[src/rtl/ps2_pkg.sv]
// ============================================================================
// ps2_pkg : shared constants, frame FSM states and FIFO entry type
// Revision: 1.0
// ============================================================================
`default_nettype none

package ps2_pkg;

   localparam logic [7:0] PS2_BREAK_CODE = 8'hF0;
   localparam int         PS2_DATA_BITS  = 8;

   typedef enum logic [1:0] {
      ST_IDLE   = 2'd0,
      ST_DATA   = 2'd1,
      ST_PARITY = 2'd2,
      ST_STOP   = 2'd3
   } ps2_state_e;

   typedef struct packed {
      logic       brk;
      logic [7:0] code;
   } ps2_entry_t;

endpackage

`default_nettype wire

[src/rtl/ps2_fifo.sv]
// ============================================================================
// ps2_fifo : scancode FIFO of {release, code} entries, push/pop in one cycle
// Revision: 1.0
// ============================================================================
`default_nettype none

module ps2_fifo
   import ps2_pkg::*;
#(
   parameter int DEPTH = 8
) (
   input  logic       i_clk,
   input  logic       i_rst_n,
   input  logic       i_push,
   input  ps2_entry_t i_push_data,
   input  logic       i_pop,
   output logic       o_valid,
   output ps2_entry_t o_head,
   output logic       o_drop
);

   localparam int AW = $clog2(DEPTH);
   localparam logic [AW:0] PTR_ONE = {{AW{1'b0}}, 1'b1};

   logic [AW:0] wr_ptr_q, wr_ptr_d;
   logic [AW:0] rd_ptr_q, rd_ptr_d;
   ps2_entry_t  mem_q [DEPTH];
   ps2_entry_t  mem_d [DEPTH];
   logic        empty, full, do_pop, do_push;

   always_comb begin
      empty   = (wr_ptr_q == rd_ptr_q);
      full    = (wr_ptr_q[AW] != rd_ptr_q[AW]) &&
                (wr_ptr_q[AW-1:0] == rd_ptr_q[AW-1:0]);
      do_pop  = i_pop && !empty;
      // a pop in the same cycle frees the slot, so a full FIFO still accepts
      do_push = i_push && (!full || do_pop);
      o_drop  = i_push && !do_push;

      wr_ptr_d = do_push ? wr_ptr_q + PTR_ONE : wr_ptr_q;
      rd_ptr_d = do_pop  ? rd_ptr_q + PTR_ONE : rd_ptr_q;

      mem_d = mem_q;
      if (do_push) mem_d[wr_ptr_q[AW-1:0]] = i_push_data;

      o_valid = !empty;
      o_head  = empty ? '0 : mem_q[rd_ptr_q[AW-1:0]];
   end

   always_ff @(posedge i_clk or negedge i_rst_n) begin
      if (!i_rst_n) begin
         wr_ptr_q <= '0;
         rd_ptr_q <= '0;
         for (int i = 0; i < DEPTH; i++) mem_q[i] <= '0;
      end else begin
         wr_ptr_q <= wr_ptr_d;
         rd_ptr_q <= rd_ptr_d;
         mem_q    <= mem_d;
      end
   end

endmodule

`default_nettype wire

[src/rtl/ps2_keyboard_rx.sv]
// ============================================================================
// ps2_keyboard_rx : PS/2 keyboard frame receiver with break tracking and FIFO
// Option macro PS2_PARITY_CHECK_EN enforces odd parity. Revision: 1.0
// ============================================================================
`default_nettype none

module ps2_keyboard_rx
   import ps2_pkg::*;
#(
   parameter int FIFO_DEPTH = 8,
   parameter int TIMEOUT_W  = 16
) (
   input  logic       i_clk,
   input  logic       i_rst_n,
   input  logic       i_ps2_clk,
   input  logic       i_ps2_data,
   input  logic       i_ready,
   output logic       o_valid,
   output logic [7:0] o_code,
   output logic       o_release,
   output logic       o_overflow,
   output logic       o_frame_err
);

   localparam logic [TIMEOUT_W-1:0] WDOG_ONE = {{(TIMEOUT_W-1){1'b0}}, 1'b1};

   logic [1:0]           clk_sync_q, clk_sync_d;
   logic [1:0]           dat_sync_q, dat_sync_d;
   logic                 clk_prev_q, clk_prev_d;
   ps2_state_e           state_q, state_d;
   logic [2:0]           bit_cnt_q, bit_cnt_d;
   logic [7:0]           shift_q, shift_d;
   logic [TIMEOUT_W-1:0] wdog_q, wdog_d;
   logic                 brk_q, brk_d;
   logic                 push_q, push_d;
   ps2_entry_t           push_data_q, push_data_d;
   logic                 frame_err_q, frame_err_d;
   logic                 overflow_q, overflow_d;
`ifdef PS2_PARITY_CHECK_EN
   logic                 parity_q, parity_d;
`endif

   logic       fall, ps2_bit, frame_ok, fifo_drop;
   ps2_entry_t head;

   always_comb begin
      clk_sync_d = {clk_sync_q[0], i_ps2_clk};
      dat_sync_d = {dat_sync_q[0], i_ps2_data};
      clk_prev_d = clk_sync_q[1];
      fall       = clk_prev_q && !clk_sync_q[1];
      ps2_bit    = dat_sync_q[1];
`ifdef PS2_PARITY_CHECK_EN
      frame_ok   = ps2_bit && (^{shift_q, parity_q});
      parity_d   = parity_q;
`else
      frame_ok   = ps2_bit;
`endif

      state_d     = state_q;
      bit_cnt_d   = bit_cnt_q;
      shift_d     = shift_q;
      brk_d       = brk_q;
      push_d      = 1'b0;
      push_data_d = push_data_q;
      frame_err_d = 1'b0;
      overflow_d  = overflow_q || fifo_drop;
      wdog_d      = (state_q == ST_IDLE || fall) ? '0 : wdog_q + WDOG_ONE;

      if (fall) begin
         case (state_q)
            ST_IDLE: begin
               if (!ps2_bit) begin
                  state_d   = ST_DATA;
                  bit_cnt_d = 3'd0;
               end
            end
            ST_DATA: begin
               shift_d = {ps2_bit, shift_q[7:1]};
               if (bit_cnt_q == 3'(PS2_DATA_BITS - 1)) state_d = ST_PARITY;
               else                                    bit_cnt_d = bit_cnt_q + 3'd1;
            end
            ST_PARITY: begin
`ifdef PS2_PARITY_CHECK_EN
               parity_d = ps2_bit;
`endif
               state_d = ST_STOP;
            end
            ST_STOP: begin
               state_d = ST_IDLE;
               if (!frame_ok) begin
                  frame_err_d = 1'b1;
               end else if (shift_q == PS2_BREAK_CODE) begin
                  brk_d = 1'b1;
               end else begin
                  push_d      = 1'b1;
                  push_data_d = '{brk: brk_q, code: shift_q};
                  brk_d       = 1'b0;
               end
            end
            default: state_d = ST_IDLE;
         endcase
      end else if (state_q != ST_IDLE && wdog_q == '1) begin
         // stalled line: abandon the frame and any pending break prefix
         state_d     = ST_IDLE;
         brk_d       = 1'b0;
         frame_err_d = 1'b1;
         wdog_d      = '0;
      end
   end

   always_ff @(posedge i_clk or negedge i_rst_n) begin
      if (!i_rst_n) begin
         clk_sync_q  <= 2'b11;
         dat_sync_q  <= 2'b11;
         clk_prev_q  <= 1'b1;
         state_q     <= ST_IDLE;
         bit_cnt_q   <= '0;
         shift_q     <= '0;
         wdog_q      <= '0;
         brk_q       <= 1'b0;
         push_q      <= 1'b0;
         push_data_q <= '0;
         frame_err_q <= 1'b0;
         overflow_q  <= 1'b0;
`ifdef PS2_PARITY_CHECK_EN
         parity_q    <= 1'b0;
`endif
      end else begin
         clk_sync_q  <= clk_sync_d;
         dat_sync_q  <= dat_sync_d;
         clk_prev_q  <= clk_prev_d;
         state_q     <= state_d;
         bit_cnt_q   <= bit_cnt_d;
         shift_q     <= shift_d;
         wdog_q      <= wdog_d;
         brk_q       <= brk_d;
         push_q      <= push_d;
         push_data_q <= push_data_d;
         frame_err_q <= frame_err_d;
         overflow_q  <= overflow_d;
`ifdef PS2_PARITY_CHECK_EN
         parity_q    <= parity_d;
`endif
      end
   end

   ps2_fifo #(
      .DEPTH (FIFO_DEPTH)
   ) u_fifo (
      .i_clk       (i_clk),
      .i_rst_n     (i_rst_n),
      .i_push      (push_q),
      .i_push_data (push_data_q),
      .i_pop       (i_ready),
      .o_valid     (o_valid),
      .o_head      (head),
      .o_drop      (fifo_drop)
   );

   assign o_code      = head.code;
   assign o_release   = head.brk;
   assign o_overflow  = overflow_q;
   assign o_frame_err = frame_err_q;

endmodule

`default_nettype wire

[config.mk]
export PLATFORM = sky130hd
export DESIGN_NAME = ps2_keyboard_rx
export DESIGN_NICKNAME = d
export VERILOG_FILES = /design/src/rtl/ps2_pkg.sv /design/src/rtl/ps2_fifo.sv /design/src/rtl/ps2_keyboard_rx.sv
export SDC_FILE = /design/constraint.sdc
export NUM_CORES = 1
export LEC_CHECK = 0
export ABC_AREA = 1
export CELL_PAD_IN_SITES_DETAIL_PLACEMENT = 1
export CELL_PAD_IN_SITES_GLOBAL_PLACEMENT = 1
export CORE_MARGIN = 2
export CORE_UTILIZATION = 51
export DETAILED_ROUTE_END_ITERATION = 10
export GPL_TIMING_DRIVEN = 0
export HOLD_SLACK_MARGIN = 0.1
export PLACE_DENSITY = 0.87
export SETUP_SLACK_MARGIN = 0.05
export SLEW_MARGIN = 20
export SYNTH_ARGS = -nofsm -noshare
export SYNTH_HDL_FRONTEND = slang
export SYNTH_HIERARCHICAL = 1
export SYNTH_SLANG_ARGS = --single-unit
[constraint.sdc]
create_clock -name i_clk -period 4.95 [get_ports i_clk]
set_input_delay 0.99 -clock i_clk [delete_from_list [all_inputs] [get_ports i_clk]]
set_output_delay 0.99 -clock i_clk [all_outputs]
set_load 0.01 [all_outputs]
After elaboration in Yosys (flattened, before gate mapping)
Index checks and enable logic that the tools add are counted.

storage, ports and cells
  register bits after elaboration = 127
  input port bits = 5
  output and inout port bits = 12

cells by class
  add/subtract/negate cells = 4
  order comparisons = 3
  eq/ne operators = 15
  mux-type cells = 31
  bitwise logic cells = 3
  reductions and logical operators = 23

operators by type and width
  kind                                                             number
  72-bit bitwise mux                                               1
  16-bit two-way mux                                               3
  9-bit two-way mux                                                4
  9-bit binary-select mux with 3-bit select                        1
  9-bit demux with 3-bit select                                    1
  16-bit by 1-bit adder with 16-bit output, second input constant  1
  16-bit equality test, second input constant                      1
  1-bit two-way mux                                                13
  4-bit by 1-bit adder with 4-bit output, second input constant    2
  8-bit equality test, second input constant                       1
  4-bit greater-or-equal comparator, second input constant         2
  2-bit two-way mux                                                4
  3-bit NOT with 4-bit output                                      2
  2-bit one-hot mux with 4 select lines                            1
  4-bit AND reduction                                              2
  1-bit logical AND                                                7
  3-bit two-way mux                                                2
  2-bit inequality test, second input constant                     3
  3-bit inequality test, second input constant                     2
  3-bit one-hot mux with 2 select lines                            1
  3-bit AND reduction                                              2
  2-bit nonzero test                                               3
  2-bit equality test, second input constant                       2
  4-bit equality test                                              1
  other kinds (12)                                                 17

Logic depth before layout (Yosys ltp)
Gate-level depths: netlist (run 1).

  word-level depth = 8
  gate-level depth with buffers = 10

Hierarchy
Netlist (run 1), hierarchy kept.

modules (own cells, without submodules)
  module           instances  cells each  area each (um2)
  ps2_fifo         1          532         4280.4
  ps2_keyboard_rx  1          248         2207.1

Least setup slack after synthesis (run 1)
No wires, ideal clock.

  kind = register to output
  start = reg u_fifo.rd_ptr_q[0]
  end = out o_code[0]
  data arrival time = 1.340 ns
  required time = 3.960 ns
  path slack = 2.620 ns
  stages on the path, launching flop included = 8
  cells stage by stage = dfrtp_1 > inv_1 > buf_2 > clkbuf_1 > nor2_1 > o211ai_1 > nand2_1 > nor2_1

between the ends
  cells in the longest elaborated chain, start to end = 5

RTL lines
  what                                                   RTL line               source
  from (decl)                                            ps2_fifo.sv:26         logic [AW:0] rd_ptr_q, rd_ptr_d;
  from (signal assigned)                                 ps2_fifo.sv:57         rd_ptr_q <= rd_ptr_d;
  3-bit NOT with 4-bit output (implied by the code)      ps2_fifo.sv:47         o_head = empty ? '0 : mem_q[rd_ptr_q[AW-1:0]];
  9-bit binary-select mux with 3-bit select              ps2_fifo.sv:47
  9-bit two-way mux (implied by the code) (2 in series)  ps2_fifo.sv:47
  9-bit two-way mux *                                    ps2_fifo.sv:47
  to (decl)                                              ps2_keyboard_rx.sv:19  output logic [7:0] o_code,

Every way passes the cells marked *; elsewhere a longest branch is shown, timed or not. The select of a mux whose other input is x is not followed.

Worst setup path in the final report (run 1)
  start = reg u_fifo.rd_ptr_q[0]
  end = out o_code[6]

The elaborated chain is that of the path after synthesis.

==> flow_metrics.py, run 1 <==
metrics = {
    "outcome": {
        "status": "finished, final reports clean",
    },
    "power_and_ir_drop": {
        "internal_power_w": 0.00231,
        "switching_share_pct": 37.2,
        "ir_drop_mv": 0.279,
        "p_leak_nw": 3.70,
        "power_w": 0.00368,
        "power_switching_w": 0.00137,
        "power_density_nw_per_um2": 493,
        "combinationalPowerShare_pct": 34.7,
        "clock_power_share_pct": 33.1,
        "pwr-share-seq_pct": 32.3,
    },
    "setup_path": {
        "slowest_stage": "clkdlybuf4s50_1",
        "crit_top_cell": "nor2_1",
        "end_kind": "output port",
        "crit_path_max_incr_delay_ps": 570,
        "cp_max_fo": 10,
        "crit_buf_inv": 4,
        "start_kind": "register",
        "worst_ep_arrival_time_ps": 2840,
        "cpLargestDelayFamily": "buffers and inverters",
        "cp_data_required_time_ps": 3960,
        "crit_type": "register to output port",
        "path_cells": "inv_1 -> buf_2 -> clkbuf_1 -> o21ai_0 -> o22ai_1 -> nor2_1 -> nor2_1 -> clkdlybuf4s50_1",
    },
    "routing": {
        "antenna_left": 0,
        "drc": 0,
        "post_drt_via_cell_ratio": 5.77,
        "drt-total-wl_um": 19500,
        "first_iter_violations": 475,
        "vias": 5770,
        "first_pass_iters": 5,
        "routedWlPerCell_um": 19.5,
    },
    "grt": {
        "grt_usage_pct": 30.2,
        "grt_max_degree": 75,
        "grt_pass1_vias": 6040,
        "antenna_found_initial": 0,
        "overflow": 0,
        "grt_pass1_wl_um": 31000,
    },
    "cts": {
        "clk_pin_slew_ps": 60,
        "numCtsBuffers": 17,
        "cts_resized": 0,
        "cts_buffer_depth": 2,
        "clkLatencyLatePin_ps": 420,
        "cts_tree": "built",
        "cts_hold_buffers": 0,
        "clock_sinks": 127,
        "htreeDepth": 4,
        "post-cts-setup-buffer-count": 0,
        "root_buffer": "clkbuf_16",
    },
    "placed_design": {
        "port_buffers": 16,
        "gp_congestion": 0.934,
        "numPlacedInstances": 969,
        "pre_cts_ws_ps": 1650,
        "placed_area_um2": 6900,
        "hpwl_um": 13300,
    },
    "floorplan": {
        "coreArea_um2": 12500,
        "initial_core_util_pct": 51.8,
        "die_w_um": 117,
        "die_area_um2": 13600,
        "die_h_um": 117,
        "pin_count": 17,
        "rows": 41,
    },
    "timing": {
        "maxSlewViolCount": 0,
        "finalSetupViolCount": 0,
        "period_needed_ps": 3830,
        "slew_headroom_pct": 44.2,
        "worst_slack_ps": 1120,
        "fmax_mhz": 261,
        "rsz0062_at_grt": "no",
        "whs_ps": 356,
        "tightest_slew_ps": 836,
        "min_period_over_period_pct": 77.4,
        "clock_skew_ps": 6.38,
        "hold_violations": 0,
    },
    "cells_and_area": {
        "final_common_cell": "nand2_1",
        "layout-drive-gt1-share_pct": 12.7,
        "layout.cells.non_filler": 1000,
        "fin_nets": 830,
        "final_cell_mix": "238 x nand2_1, 122 x dfrtp_1, 91 x nor2_1",
        "num_antenna_cells": 0,
        "fin_area_um2": 7470,
        "area_delta_synth_final_pct": 15.1,
    },
    "synth": {
        "syn_avg_cell_area_um2": 8.32,
        "syn_area_um2": 6490,
        "yosys_warnings": 6,
        "syn_nets": 794,
        "ys_seq_area_share_pct": 49.1,
        "post_synth_num_cell_types": 40,
        "synth-seq-cells": 127,
        "syn_inst": 780,
    },
    "flow_run": {
        "drv_cap": 0,
    },
    "min_path": {
        "hold_class": "register to register",
    },
}
-- registers in the layout, indices dropped and copies added (netlist names), 2 cells and up --
register         cells
shift_q              8
dat_sync_q           2
u_fifo/rd_ptr_q      4
u_fifo/wr_ptr_q      4
wdog_q              16
u_fifo/mem_q        72
bit_cnt_q            3
state_q              2
push_data_q          9
clk_sync_q           2
-- Yosys cell counts, drive strengths merged --
cell | count | area share [%]
a21oi | 2 | 0.21
and2 | 1 | 0.096
buf | 29 | 2.9
clkbuf | 19 | 1.2
dfrtp | 122 | 47
dfstp | 5 | 2.0
ha | 9 | 1.7
inv | 44 | 2.6
nand2 | 242 | 14
nand3 | 28 | 3.5
nand3b | 2 | 0.23
nand4 | 73 | 7.1
nor2 | 94 | 5.6
nor3 | 13 | 1.7
nor3b | 2 | 0.31
o211ai | 10 | 1.2
o21ai | 60 | 5.3
o22ai | 9 | 0.87
o31ai | 1 | 0.12
or2 | 1 | 0.096
xnor2 | 7 | 0.95
xor2 | 7 | 0.95
-- power groups by stage --
stage	combinational [W]	clock [W]	sequential, W
final	0.00128	0.00122	0.00119
after CTS	0.00126	0.00124	0.00119
after detailed placement	0.00124	0	0.00121
after floorplan	0.000763	0	0.00118
after global routing	0.00139	0.00128	0.00120
after global placement	0.00118	0	0.00119
-- per-stage QoR --
stage,util [%],TNS (ps)
after detailed placement,55.1,0
after global routing,59.7,0
after floorplan,-,0
after CTS,59.7,0
final,59.7,0
after global placement,54.8,-256900
-- per-layer routing --
layer,global-route usage (%),vias up,routed length [um]
met2,51.0,182,9790
met5,0,-,0
met4,11.3,0,508
met3,7.00,33,1110
met1,38.1,2890,8070
li1,-,2665,-
-- worst paths after layout --
kind	from	end	slack (ps)	depth (start not counted)
max	u_fifo/rd_ptr_q[0]	o_code[6]	1120	8
min reg2reg	clk_sync_q[0]	clk_sync_q[1]	360	0
max in group asynchronous	i_rst_n	push_data_q[2]	3750	2
min	clk_sync_q[0]	clk_sync_q[1]	360	0
min in group asynchronous	i_rst_n	u_fifo/mem_q[45]	490	1
max reg2reg	u_fifo/wr_ptr_q[1]	u_fifo/mem_q[69]	3070	5
-- worst reg2reg max path: cells and delay by family, from the launching register on --
kind	cells	cell delay, ps
buf+inv	1	180
flops	1	380
simple gates	4	1220
-- cells by family after synthesis --
| family | after synthesis | synth area share, % |
|---|---|---|
| AO/OA/AOI/OAI | 82 | 7.62 |
| flip-flops | 127 | 49.1 |
| XOR/XNOR | 14 | 1.89 |
| buffers and inverters | 92 | 6.79 |
| AND/OR/NAND/NOR | 456 | 32.9 |
| adder cells (fa/ha/maj) | 9 | 1.74 |
-- layout make-up --
class / count / area (um2)
repair buffers: 17 / 193
well taps: 172 / 215
clock buffers: 21 / 460
plain buffers: 48 / 270
inverters: 44 / 170
flip-flops and latches: 127 / 3180
fillers: 1532 / 5050
clock inverters: 10 / 113
multi-input cells: 561 / 2860
(Power assumes the default switching activity.)
==> run 2: changes to the inputs <==
CORE_UTILIZATION = 43   (was 51)
PLACE_DENSITY = 0.78   (was 0.87)
clock period = 3.5 ns   (was 4.95 ns; I/O delays follow)
==> flow_metrics.py, run 2 (synthesis gave the netlist of run 1 again) <==
metrics = {
    "outcome": {
        "status": "finished, final reports clean",
    },
    "placed_design": {
        "gp_congestion": 0.914,
        "port_buffers": 16,
        "hpwl_um": 13300,
    },
    "cells_and_area": {
        "fin_nets": 830,
        "largest_reg_flops": 72,
        "fillCellCount": 1756,
        "final_common_cell": "nand2_1",
        "layout-drive-gt1-share_pct": 13.5,
        "final_cell_mix": "238 x nand2_1, 122 x dfrtp_1, 91 x nor2_1",
        "num_antenna_cells": 0,
        "reg_top3": "u_fifo/mem_q: 72 flops, wdog_q: 16 flops, push_data_q: 9 flops",
        "area_delta_synth_final_pct": 15.9,
        "top_register": "u_fifo/mem_q",
    },
    "cts": {
        "clkLatencyLatePin_ps": 430,
        "numCtsBuffers": 17,
        "root_buffer": "clkbuf_16",
        "htreeDepth": 4,
        "post-cts-setup-buffer-count": 0,
        "cts_tree": "built",
        "clk_pin_slew_ps": 60,
        "clock_sinks": 127,
        "cts_buffer_depth": 2,
    },
    "grt": {
        "grt_max_degree": 80,
        "grt_usage_pct": 25.5,
        "overflow": 0,
        "antenna_found_initial": 0,
        "grt_pass1_wl_um": 31700,
        "grt_pass1_vias": 6047,
    },
    "timing": {
        "period_needed_ps": 3230,
        "tightest_slew_ps": 788,
        "maxSlewViolCount": 0,
        "min_period_over_period_pct": 92.4,
        "finalSetupViolCount": 0,
        "rsz0062_at_grt": "no",
        "whs_ps": 174,
        "fmax_mhz": 309,
        "clock_skew_ps": 6.88,
        "hold_violations": 0,
        "slew_headroom_pct": 47.2,
        "setup_tns_ps": 0,
    },
    "floorplan": {
        "die_h_um": 127,
        "pin_count": 17,
        "initial_core_util_pct": 44.3,
        "coreArea_um2": 14600,
        "rows": 44,
        "die_w_um": 127,
        "die_area_um2": 16100,
    },
    "routing": {
        "routedWlPerCell_um": 18.9,
        "antenna_left": 0,
        "first_iter_violations": 457,
        "drc": 0,
        "vias": 5623,
        "drt-total-wl_um": 19100,
        "post_drt_via_cell_ratio": 5.55,
        "first_pass_iters": 5,
    },
    "setup_path": {
        "reg2reg_from": "u_fifo/wr_ptr_q[0]",
        "r2r_slack_ps": 1570,
        "rr_endpoint": "o_overflow",
        "end_kind": "output port",
        "cp_max_fo": 10,
        "crit_type": "register to output port",
        "worst_ep_arrival_time_ps": 2530,
        "start_kind": "register",
        "reg2reg_depth": 9,
        "startpoint": "u_fifo/rd_ptr_q[0]",
        "cp_data_required_time_ps": 2800,
    },
    "power_and_ir_drop": {
        "ir_drop_mv": 0.349,
        "clock_power_share_pct": 34.5,
        "power_density_nw_per_um2": 701,
        "power_switching_w": 0.00194,
        "switching_share_pct": 36.8,
        "p_leak_nw": 3.72,
        "pwr-share-seq_pct": 31.8,
        "internal_power_w": 0.00334,
        "combinationalPowerShare_pct": 33.7,
    },
    "min_path": {
        "hold_class": "input pin to async pin",
    },
    "flow_run": {
        "drv_cap": 0,
    },
}
-- run 2: cell count changes in the layout (fill, tap and decap cells not counted) --
cell	before	now
clkbuf_8	2	1
clkbuf_2	7	11
clkinvlp_4	2	3
buf_1	10	9
inv_6	1	0
clkinv_4	1	4
clkbuf_1	14	9
bufinv_16	2	3
-- run 2: power by group through the flow --
stage               Sequential, W  Combinational [W]  Clock, W
CTS                       0.00168            0.00177   0.00185
global placement          0.00169            0.00169         0
detailed placement        0.00170            0.00175         0
floorplan                 0.00167            0.00108         0
global route              0.00169            0.00197   0.00192
finish                    0.00168            0.00178   0.00182
-- run 2: what timing repair did --
item / in CTS / in global routing
setup endpoints to repair: 0 / 9
resized for setup: 0 / 7
hold buffers: 0 / 0
-- run 2: cell type report --
class / instances / area [um2] / area share, %
well taps: 184 / 230 / 3.06
flip-flops and latches: 127 / 3180 / 42.3
plain buffers: 48 / 275 / 3.66
repair buffers: 17 / 193 / 2.56
clock inverters: 14 / 168 / 2.23
inverters: 44 / 170 / 2.26
multi-input cells: 561 / 2860 / 38.1
clock buffers: 18 / 439 / 5.84
-- run 2: how the worst max path moves through the flow --
stage                       end  slack, ps  cells after the start
6_report              o_code[1]        270                      7
5_1_grt               o_code[6]         90                      9
4_1_cts               o_code[2]         80                      8
3_5_place_dp          o_code[2]        560                      8
3_3_place_gp   u_fifo/mem_q[63]      -3310                      1
2_1_floorplan         o_code[0]       1460                      7
-- run 2: routing by layer --
metal	vias up	share of wire, %	track usage, %	routed length, um
met1	2805	44	33.1	8420
met5	-	0	0	0
met2	117	49	42.8	9410
met3	37	4.4	4.34	840
met4	0	2.5	10.1	471
li1	2664	-	-	-
-- run 2: stage by stage --
step	cells	util, %	power, W	worst slack [ps]	area, um2
after floorplan	780	-	0.00275	1460	6490
after global placement	980	47.0	0.00338	-3310	6880
after detailed placement	981	47.2	0.00345	556	6910
after CTS	1013	51.3	0.00530	81.9	7520
after global routing	1013	51.4	0.00558	92.7	7520
final	1013	51.4	0.00527	265	7520
-- run 2: worst max-delay path, cell delays in order, from the launching register on --
cell             delay (ps)
dfrtp_1                 380
buf_2                   250
buf_2                   260
o21ai_0                 130
o22ai_1                 300
nor2_1                   90
nor2_1                  140
clkdlybuf4s50_1         550
==> run 3: changes to the inputs <==
SLEW_MARGIN = not set   (was 20)
==> flow_metrics.py, run 3 (synthesis gave the netlist of run 1 again) <==
metrics = {
    "cells_and_area": {
        "layout.cells.non_filler": 1013,
        "final_cell_mix": "238 x nand2_1, 122 x dfrtp_1, 91 x nor2_1",
        "fin_nets": 830,
        "area_delta_synth_final_pct": 15.5,
        "fin_area_um2": 7490,
        "final_common_cell": "nand2_1",
        "reg_top3": "u_fifo/mem_q: 72 flops, wdog_q: 16 flops, push_data_q: 9 flops",
        "num_antenna_cells": 0,
        "layout-drive-gt1-share_pct": 13.5,
        "largest_reg_flops": 72,
        "top_register": "u_fifo/mem_q",
    },
    "cts": {
        "cts_tree": "built",
        "clkLatencyLatePin_ps": 420,
        "clock_sinks": 127,
        "cts_hold_buffers": 0,
        "cts_buffer_depth": 2,
        "numCtsBuffers": 17,
        "post-cts-setup-buffer-count": 0,
        "htreeDepth": 4,
        "clk_pin_slew_ps": 60,
        "root_buffer": "clkbuf_16",
    },
    "setup_path": {
        "worst_ep_arrival_time_ps": 2560,
        "crit_buf_inv": 4,
        "crit_top_cell": "nor2_1",
        "start_kind": "register",
        "crit_type": "register to output port",
        "reg2reg_depth": 9,
        "rr_endpoint": "o_overflow",
        "cpLargestDelayFamily": "buffers and inverters",
        "cp_max_fo": 10,
        "end_kind": "output port",
        "startpoint": "u_fifo/rd_ptr_q[0]",
        "reg2reg_from": "u_fifo/wr_ptr_q[0]",
        "cp_data_required_time_ps": 2800,
        "r2r_slack_ps": 1540,
        "crit_path_max_incr_delay_ps": 550,
        "path_cells": "inv_1 -> buf_2 -> clkbuf_2 -> nor2_1 -> o22ai_1 -> nor2_1 -> nor2_1 -> clkdlybuf4s50_1",
        "slowest_stage": "clkdlybuf4s50_1",
    },
    "floorplan": {
        "die_h_um": 127,
        "rows": 44,
        "die_w_um": 127,
        "coreArea_um2": 14600,
        "pin_count": 17,
        "initial_core_util_pct": 44.3,
        "die_area_um2": 16100,
    },
    "power_and_ir_drop": {
        "power_density_nw_per_um2": 693,
        "ir_drop_mv": 0.422,
        "p_leak_nw": 3.71,
        "power_w": 0.00520,
    },
    "grt": {
        "grt_usage_pct": 25.1,
        "grt_pass1_vias": 6084,
        "overflow": 0,
        "grt_max_degree": 80,
        "antenna_found_initial": 0,
        "grt_pass1_wl_um": 31300,
    },
    "timing": {
        "rsz0062_at_grt": "no",
        "min_period_over_period_pct": 93.0,
        "tightest_slew_ps": 814,
        "period_needed_ps": 3260,
        "setup_tns_ps": 0,
        "slew_headroom_pct": 45.4,
        "hold_violations": 0,
        "maxSlewViolCount": 0,
        "fmax_mhz": 307,
        "whs_ps": 228,
        "clock_skew_ps": 7.68,
        "finalSetupViolCount": 0,
    },
    "routing": {
        "drc": 0,
        "antenna_left": 0,
        "first_pass_iters": 5,
        "post_drt_via_cell_ratio": 5.59,
        "routedWlPerCell_um": 18.7,
        "drt-total-wl_um": 18900,
        "first_iter_violations": 332,
        "vias": 5667,
    },
    "placed_design": {
        "gp_congestion": 0.914,
        "numPlacedInstances": 981,
        "hpwl_um": 13300,
        "placed_area_um2": 6910,
        "port_buffers": 16,
    },
    "flow_run": {
        "drv_cap": 0,
    },
    "outcome": {
        "status": "finished, final reports clean",
    },
    "min_path": {
        "hold_class": "input pin to async pin",
    },
}
-- run 3: cell count changes in the layout (fill, tap and decap cells not counted), sizes merged --
| cell | change |
|---|---|
| inv | +1 |
| bufinv | -1 |
-- run 3: what timing repair did --
action | 4_1_cts | 5_1_grt
gates resized for setup | 0 | 7
endpoints found under the hold margin | 0 | 0
setup endpoints to repair | 0 | 9
-- run 3: final cells by class --
type,count,area [um2]
clock inverters,14,143
multi-input cells,561,2860
fillers,1769,7150
repair buffers,17,189
plain buffers,48,275
flip-flops and latches,127,3180
well taps,184,230
clock buffers,18,439
inverters,44,170
-- run 3: worst reg2reg max path, stage by stage (launching register included) --
cell      delay, ps
dfrtp_1         400
buf_4           180
inv_4           100
nand2_1          60
nand2_1          80
nor2_2           50
nand4_2          90
clkbuf_1        470
nor2_1           90
or2_2           320
-- run 3: layer usage --
layer	part of all wire, %	track usage, %	vias up
li1	-	-	2658
met1	46	32.6	2889
met2	50	42.7	97
met5	0	0	-
met4	1.7	8.40	0
met3	2.9	4.26	23
-- run 3: worst max-delay path by stage --
stage,end,slack (ps),depth (start not counted)
finish,o_code[1],240,8
global route,o_code[1],90,7
CTS,o_code[2],100,8
detailed placement,o_code[2],560,8
global placement,u_fifo/mem_q[63],-3310,1
floorplan,o_code[0],1460,7
-- run 3: through the flow --
stage	utilization, %	setup slack, ps
after floorplan	-	1460
after global placement	47.0	-3310
after detailed placement	47.2	562
after CTS	51.1	103
after global routing	51.2	90.1
final	51.2	245
-- run 3: report_power, final --
part,leakage [nW],internal [W],switching (W)
Clock,0.282,0.00106,0.000674
Combinational,1.69,0.000618,0.00116
Sequential,1.74,0.00158,0.0000949
Total,3.71,0.00326,0.00193
